==> src/rtl/axi_traffic_gen.sv <==
`default_nettype none
// ============================================================================
// Module      : axi_traffic_gen
// Description : AXI4 initiator that writes a sequence of INCR bursts with a
//               self-describing data pattern, reads each one back, and counts
//               any response or data mismatches. One burst is in flight at a
//               time: write, write response, read, then the next burst.
//               Optional latency statistics: AXI_TRAFFIC_GEN_PERF_EN.
// Revision    : 1.0 - initial release
// ============================================================================
module axi_traffic_gen #(
  parameter int ID_WIDTH   = 4,
  parameter int ADDR_WIDTH = 16,
  parameter int DATA_WIDTH = 32,
  parameter int TXN_ID     = 0
) (
  input  logic                    clk,
  input  logic                    rst,
  input  logic                    start,
  input  logic [ADDR_WIDTH-1:0]   base_addr,
  input  logic [7:0]              burst_len,
  input  logic [7:0]              num_bursts,
  output logic                    busy,
  output logic                    done,
  output logic [15:0]             err_cnt,
`ifdef AXI_TRAFFIC_GEN_PERF_EN
  output logic [15:0]             lat_max,
  output logic [31:0]             lat_sum,
`endif
  output logic [ID_WIDTH-1:0]     m_axi_awid,
  output logic [ADDR_WIDTH-1:0]   m_axi_awaddr,
  output logic [7:0]              m_axi_awlen,
  output logic [2:0]              m_axi_awsize,
  output logic [1:0]              m_axi_awburst,
  output logic                    m_axi_awvalid,
  input  logic                    m_axi_awready,
  output logic [DATA_WIDTH-1:0]   m_axi_wdata,
  output logic [DATA_WIDTH/8-1:0] m_axi_wstrb,
  output logic                    m_axi_wlast,
  output logic                    m_axi_wvalid,
  input  logic                    m_axi_wready,
  input  logic [ID_WIDTH-1:0]     m_axi_bid,
  input  logic [1:0]              m_axi_bresp,
  input  logic                    m_axi_bvalid,
  output logic                    m_axi_bready,
  output logic [ID_WIDTH-1:0]     m_axi_arid,
  output logic [ADDR_WIDTH-1:0]   m_axi_araddr,
  output logic [7:0]              m_axi_arlen,
  output logic [2:0]              m_axi_arsize,
  output logic [1:0]              m_axi_arburst,
  output logic                    m_axi_arvalid,
  input  logic                    m_axi_arready,
  input  logic [ID_WIDTH-1:0]     m_axi_rid,
  input  logic [DATA_WIDTH-1:0]   m_axi_rdata,
  input  logic [1:0]              m_axi_rresp,
  input  logic                    m_axi_rlast,
  input  logic                    m_axi_rvalid,
  output logic                    m_axi_rready
);

  localparam int BYTES = DATA_WIDTH / 8;
  localparam int SIZE  = $clog2(BYTES);

  typedef enum logic [2:0] {
    S_IDLE = 3'd0,
    S_AW   = 3'd1,
    S_W    = 3'd2,
    S_B    = 3'd3,
    S_AR   = 3'd4,
    S_R    = 3'd5,
    S_DONE = 3'd6
  } state_t;

  state_t                  state;
  logic [7:0]              len_r;
  logic [7:0]              nb_r;
  logic [7:0]              burst_idx;
  logic [7:0]              wbeat;
  logic [7:0]              rbeat;
  logic [ADDR_WIDTH-1:0]   burst_base;
  logic [ADDR_WIDTH-1:0]   waddr;
  logic [ADDR_WIDTH-1:0]   raddr;
  logic [ADDR_WIDTH-1:0]   burst_stride;
  logic [DATA_WIDTH-1:0]   rdata_exp;
  logic                    aw_hs, w_hs, b_hs, ar_hs, r_hs;
  logic                    r_last_beat;
  logic [2:0]              err_inc;
  logic [16:0]             err_sum;
  logic [15:0]             err_next;

  // Data word for a beat: low 16 address bits, burst index, beat index.
  function automatic logic [DATA_WIDTH-1:0] beat_pattern(
    input logic [ADDR_WIDTH-1:0] addr,
    input logic [7:0]            kidx,
    input logic [7:0]            bidx
  );
    logic [31:0] addr32;
    logic [31:0] pat;
    addr32 = 32'(addr);
    pat    = {addr32[15:0], kidx, bidx};
    return DATA_WIDTH'(pat);
  endfunction

  // Channel payloads come straight from registers that only move on a
  // handshake, so they hold steady across any stall.
  assign m_axi_awid    = ID_WIDTH'(TXN_ID);
  assign m_axi_awaddr  = burst_base;
  assign m_axi_awlen   = len_r;
  assign m_axi_awsize  = 3'(SIZE);
  assign m_axi_awburst = 2'b01;
  assign m_axi_wdata   = beat_pattern(waddr, burst_idx, wbeat);
  assign m_axi_wstrb   = '1;
  assign m_axi_wlast   = (wbeat == len_r);
  assign m_axi_arid    = ID_WIDTH'(TXN_ID);
  assign m_axi_araddr  = burst_base;
  assign m_axi_arlen   = len_r;
  assign m_axi_arsize  = 3'(SIZE);
  assign m_axi_arburst = 2'b01;

  assign aw_hs        = m_axi_awvalid && m_axi_awready;
  assign w_hs         = m_axi_wvalid  && m_axi_wready;
  assign b_hs         = m_axi_bvalid  && m_axi_bready;
  assign ar_hs        = m_axi_arvalid && m_axi_arready;
  assign r_hs         = m_axi_rvalid  && m_axi_rready;
  assign r_last_beat  = (rbeat == len_r);
  assign rdata_exp    = beat_pattern(raddr, burst_idx, rbeat);
  assign burst_stride = ADDR_WIDTH'((32'(len_r) + 32'd1) * 32'(BYTES));

  // Number of independent faults seen on this cycle's B or R handshake.
  always_comb begin
    err_inc = 3'd0;
    if (b_hs) begin
      err_inc = 3'(m_axi_bid != ID_WIDTH'(TXN_ID)) + 3'(m_axi_bresp != 2'b00);
    end
    if (r_hs) begin
      err_inc = 3'(m_axi_rid != ID_WIDTH'(TXN_ID)) + 3'(m_axi_rresp != 2'b00)
              + 3'(m_axi_rdata != rdata_exp) + 3'(m_axi_rlast != r_last_beat);
    end
    err_sum  = {1'b0, err_cnt} + 17'(err_inc);
    err_next = err_sum[16] ? 16'hFFFF : err_sum[15:0];
  end

  // Sequencer: write burst, collect response, read back, repeat.
  always_ff @(posedge clk or posedge rst) begin
    if (rst) begin
      state         <= S_IDLE;
      len_r         <= '0;
      nb_r          <= '0;
      burst_idx     <= '0;
      wbeat         <= '0;
      rbeat         <= '0;
      burst_base    <= '0;
      waddr         <= '0;
      raddr         <= '0;
      m_axi_awvalid <= 1'b0;
      m_axi_wvalid  <= 1'b0;
      m_axi_bready  <= 1'b0;
      m_axi_arvalid <= 1'b0;
      m_axi_rready  <= 1'b0;
      busy          <= 1'b0;
      done          <= 1'b0;
      err_cnt       <= '0;
    end else begin
      done    <= 1'b0;
      err_cnt <= err_next;
      case (state)
        S_IDLE: begin
          if (start) begin
            busy       <= 1'b1;
            len_r      <= burst_len;
            nb_r       <= num_bursts;
            burst_idx  <= '0;
            burst_base <= base_addr;
            state      <= (num_bursts == 8'd0) ? S_DONE : S_AW;
          end
        end
        S_AW: begin
          if (aw_hs) begin
            m_axi_awvalid <= 1'b0;
            m_axi_wvalid  <= 1'b1;
            wbeat         <= '0;
            waddr         <= burst_base;
            state         <= S_W;
          end else begin
            m_axi_awvalid <= 1'b1;
          end
        end
        S_W: begin
          if (w_hs) begin
            if (wbeat == len_r) begin
              m_axi_wvalid <= 1'b0;
              m_axi_bready <= 1'b1;
              state        <= S_B;
            end else begin
              wbeat <= wbeat + 8'd1;
              waddr <= waddr + ADDR_WIDTH'(BYTES);
            end
          end
        end
        S_B: begin
          if (b_hs) begin
            m_axi_bready <= 1'b0;
            state        <= S_AR;
          end
        end
        S_AR: begin
          if (ar_hs) begin
            m_axi_arvalid <= 1'b0;
            m_axi_rready  <= 1'b1;
            rbeat         <= '0;
            raddr         <= burst_base;
            state         <= S_R;
          end else begin
            m_axi_arvalid <= 1'b1;
          end
        end
        S_R: begin
          if (r_hs) begin
            // Leave after burst_len+1 beats even if RLAST never came.
            if (r_last_beat) begin
              m_axi_rready <= 1'b0;
              if (burst_idx + 8'd1 == nb_r) begin
                state <= S_DONE;
              end else begin
                burst_idx  <= burst_idx + 8'd1;
                burst_base <= burst_base + burst_stride;
                state      <= S_AW;
              end
            end else begin
              rbeat <= rbeat + 8'd1;
              raddr <= raddr + ADDR_WIDTH'(BYTES);
            end
          end
        end
        S_DONE: begin
          done  <= 1'b1;
          busy  <= 1'b0;
          state <= S_IDLE;
        end
        default: state <= S_IDLE;
      endcase
    end
  end

`ifdef AXI_TRAFFIC_GEN_PERF_EN
  logic [15:0] lat_cur;
  logic [15:0] lat_burst;
  logic [32:0] lat_sum_ext;
  logic        lat_count;

  // Cycles are counted from the VALID rise through the closing handshake.
  assign lat_count = (state == S_AW && m_axi_awvalid) || (state == S_W) || (state == S_B) ||
                     (state == S_AR && m_axi_arvalid) || (state == S_R);
  assign lat_burst   = (lat_cur == 16'hFFFF) ? 16'hFFFF : lat_cur + 16'd1;
  assign lat_sum_ext = {1'b0, lat_sum} + 33'(lat_burst);

  // Per-burst latency accumulation with saturating max and sum.
  always_ff @(posedge clk or posedge rst) begin
    if (rst) begin
      lat_cur <= '0;
      lat_max <= '0;
      lat_sum <= '0;
    end else if (state == S_IDLE && start) begin
      lat_cur <= '0;
      lat_max <= '0;
      lat_sum <= '0;
    end else if (state == S_R && r_hs && r_last_beat) begin
      lat_cur <= '0;
      if (lat_burst > lat_max) begin
        lat_max <= lat_burst;
      end
      lat_sum <= lat_sum_ext[32] ? 32'hFFFF_FFFF : lat_sum_ext[31:0];
    end else if (lat_count && lat_cur != 16'hFFFF) begin
      lat_cur <= lat_cur + 16'd1;
    end
  end
`endif

endmodule
`default_nettype wire
==> config.mk <==
export PLATFORM = sky130hd
export DESIGN_NAME = axi_traffic_gen
export DESIGN_NICKNAME = d
export VERILOG_FILES = /design/src/rtl/axi_traffic_gen.sv
export SDC_FILE = /design/constraint.sdc
export NUM_CORES = 1
export LEC_CHECK = 0
export CAP_MARGIN = 20
export CORE_AREA = 10 10 136 138
export CTS_CLUSTER_SIZE = 40
export DETAILED_ROUTE_END_ITERATION = 7
export DIE_AREA = 0 0 146 148
export GPL_ROUTABILITY_DRIVEN = 0
export HOLD_SLACK_MARGIN = 0.06
export PLACE_DENSITY = 0.92
export SYNTH_ARGS = -nofsm -noshare
export SYNTH_HDL_FRONTEND = slang
export SYNTH_SLANG_ARGS = --single-unit
==> constraint.sdc <==
create_clock -name clk -period 5.2 [get_ports clk]
set_input_delay 1.3 -clock clk [delete_from_list [all_inputs] [get_ports clk]]
set_output_delay 1.3 -clock clk [all_outputs]
set_load 0.03 [all_outputs]
==> out/metrics.csv <==
metric,value,unit
grt ovf,0,
"Cell Count, Final, Fillers Out",1275,
Clock Skews,10.15,ps
clock share of power,44.2,%
synth warn,0,
input/output buffers,188,
"FF+latch count, synth",114,
DRT Pass-1 Iters,5,
Final Max Tran Viols,0,
CTS tree,built,
Reg2Reg Depth,16,
hold_sp,nb_r[1],
area grow syn2layout,31.81,%
clock latency on the worst-skew pair,410,ps
peak supply drop,0.2286,mV
kind of cell adding the most delay to the critical path,simple AND/OR/NAND/NOR gates,
PnR worst setup slack,519.4,ps
startpoint class of the critical path,input port,
aggregate global-route resource usage,22.33,%
share of flip-flops with an asynchronous set or reset,100.0,%
min Tclk post-route,4681,ps
crit-path max cell delay,570,ps
dpl ws,129.9,ps
I/O pin total,211,
Critical Path Stages,13,
Pwr per Cell Area,262.5,mW/mm²
pin count of the biggest net entering global routing,79,
RSZ-0062 raised after global routing,no,
worst-margin pin slew,1064,ps
Critical Path RT,5520,ps
sequential area share after synthesis,37.40,%
critical path launch point,m_axi_rid[1],
share of layout cells above drive strength 1,5.955,%
Netlist cell types,72,
combinational power share,18.4,%
fmax,213.7,MHz
die width,146,µm
DR WL/cell,19.25,µm
number of synthesized flops with an enable pin,0,
post-synthesis cell area,0.007627,mm²
DP HPWL,18.22,mm
maximum buffer depth of the clock tree,2,
final hold violation count,0,
post-route clock period utilization,90.01,%
global-route wire length before repair,39.21,mm
Die H,148,µm
Pint,1923,µW
DRC,0,
Net Switching,715.8,µW
switch share,27.13,%
register clock-pin slew on the reported worst setup and hold paths,50,ps
core area,0.01571,mm²
Rel. slew slack,29.05,%
final hold slack,495.9,ps
P_leak,0.004281,µW
Hold Crit Depth,2,
CTS root buf,clkbuf_16,
Worst setup EP type,register,
Final ANT Viol Nets,0,
Post-CTS Setup Inserts,0,
row count,46,
CTS sink count,114,
TNS Setup,0,ps
ys flop type,dfrtp_1,
area of the multi-input gates,0.004207,mm²
Flop pwr share,37.4,%
die area,0.02161,mm²
Routed WL,24.55,mm
Area after DPL,0.009403,mm²
crit-path cells,clkdlybuf4s50_1 -> or4_1 -> fa_1 -> ha_1 -> ha_1 -> a22o_1 -> inv_1 -> fa_1 -> nor2b_1 -> or2_2 -> nand2b_1 -> or3_1 -> o21ai_0,
crit path max fanout,13,
layout filler cell count,1284,
Reg-to-Reg Start,m_axi_arlen[6],
final instance area,0.01005,mm²
WS Path Type,input port to register,
NumNets Final,1157,
DP Cell Count,1243,
Worst Path Arrival,5010,ps
worst min path class,register to register,
Initial Util,48.54,%
final setup fails,0,
Cells after Synth,897,
cts bufs inserted,17,
vias in the first global route,7345,
Max-cap violations,0,
status,finished clean,
initial antenna violation count,1,
Clock H-tree levels,4,
syn avg cell area,8.503,µm²
Critical path buffers and inverters,2,
Via density,5.792,
Initial DRC Count,666,
Slowest cell on crit path,or3_1,
Register Area,0.002853,mm²
via count,7385,
## final cells by class
cell class                      count  share of cell area (%)
Inverter                           24                  0.9210
Multi-Input combinational cell    687                   41.84
Timing Repair Buffer              204                   20.31
Clock inverter                      5                  0.7467
Tap cell                          216                   2.688
Sequential cell                   114                   28.38
Clock buffer                       24                   5.090
Antenna cell                        1                 0.02489
## power groups by stage
stage | logic (µW) | registers, µW | clock network, µW
2_1_floorplan | 221 | 1060 | 0
3_3_place_gp | 473 | 998 | 0
3_5_place_dp | 484 | 1000 | 0
4_1_cts | 486 | 986 | 1180
5_1_grt | 526 | 994 | 1220
6_report | 486 | 986 | 1170
## per-stage QoR
stage	power [µW]	util, %
5_1_grt	2737	63.97
6_report	2639	63.98
3_3_place_gp	1471	59.84
4_1_cts	2650	63.58
2_1_floorplan	1278	-
3_5_place_dp	1484	59.84
## layer usage
metal / vias to the layer above / GRT usage (%) / share of wire, %
li1: 3421 / - / -
met1: 3585 / 26.76 / 41
met2: 335 / 36.49 / 48
met3: 44 / 8.028 / 9.4
met4: 0 / 7.608 / 1.9
met5: - / 0 / 0
## logic make-up (layout without fill, tap and decap cells)
kind of cell	count (synthesis)	count (layout)	synth area share [%]
AOI/OAI and AO/OA	206	206	17.18
xor gates and xnor gates	80	80	9.186
adders and majority gates	24	24	4.232
buffers and inverters	116	257	8.596
DFF	114	114	37.40
muxes	9	9	1.230
other	2	23	0.09846
and+or+nand+nor	346	346	22.08
## layout by cell type (no fill, tap or decap), types with 5 or more instances in the layout
cell type,instances
mux2i_1,6
dfrtp_1,114
or2_2,6
nor4_1,14
nor3_1,14
buf_4,14
or4_1,6
a21oi_1,52
clkbuf_16,17
a22o_1,7
ha_1,21
o22ai_1,8
nand2b_1,8
o21a_1,5
nor2_1,56
nor2b_1,12
nand2_1,131
o22a_1,7
and2_1,6
and3_1,14
xnor2_1,56
inv_1,23
or3_1,7
o21ai_0,63
conb_1,22
xor2_1,24
clkdlybuf4s50_1,188
a31oi_1,12
o211ai_1,5
nand3_1,36
nand4_1,18
clkbuf_8,6
## state kept, by name, indices dropped and copies added (netlist names), 3 cells and up
name,cells
burst_idx,8
err_cnt,16
m_axi_araddr,16
m_axi_arlen,8
nb_r,8
raddr,16
rbeat,8
state,3
waddr,16
wbeat,8
## path summary, 6_finish.rpt
| kind | endpoint | slack [ps] |
|---|---|---|
| max reg2reg | err_cnt[10] | 740 |
| max | err_cnt[10] | 520 |
| min reg2reg | nb_r[1] | 500 |
| min in group asynchronous | m_axi_awvalid | 1140 |
| max in group asynchronous | raddr[7] | 3150 |
| min | nb_r[1] | 500 |
## Yosys cell counts, types with 4 or more instances
cell | count | area share (%)
nor3_1 | 14 | 0.92
a221oi_1 | 4 | 0.46
a21oi_1 | 52 | 3.4
dfrtp_1 | 114 | 37
buf_4 | 47 | 4.6
a22o_1 | 7 | 0.80
buf_6 | 5 | 0.74
nor2_1 | 56 | 2.8
o22ai_1 | 8 | 0.66
mux2i_1 | 6 | 0.79
clkbuf_1 | 36 | 1.8
and2_1 | 6 | 0.49
o211ai_1 | 5 | 0.49
inv_1 | 24 | 1.2
o21a_1 | 5 | 0.49
o22a_1 | 7 | 0.80
xor2_1 | 24 | 2.8
or3_1 | 7 | 0.57
nand2_1 | 131 | 6.4
o21ai_0 | 63 | 4.1
ha_1 | 21 | 3.4
o2111ai_1 | 4 | 0.46
nor2b_1 | 12 | 0.98
or2_2 | 6 | 0.49
xnor2_1 | 56 | 6.4
and3_1 | 14 | 1.1
o32ai_1 | 4 | 0.46
or4_1 | 6 | 0.59
nand2b_1 | 8 | 0.66
a31oi_1 | 12 | 0.98
nand4_1 | 18 | 1.5
a211oi_1 | 4 | 0.39
nor4_1 | 15 | 1.2
nand3_1 | 36 | 2.4
## what timing repair did
item	CTS	global route
endpoints found under the setup margin	0	1
hold buffers	0	0
hold endpoints to repair	0	0
resized for setup	0	1
## worst min-delay path: cells and delay by family, from the launching register on
kind | cells | cell delay (ps)
flops | 1 | 350
simple gates | 2 | 120
No activity file was read; power rests on OpenSTA's default activity.
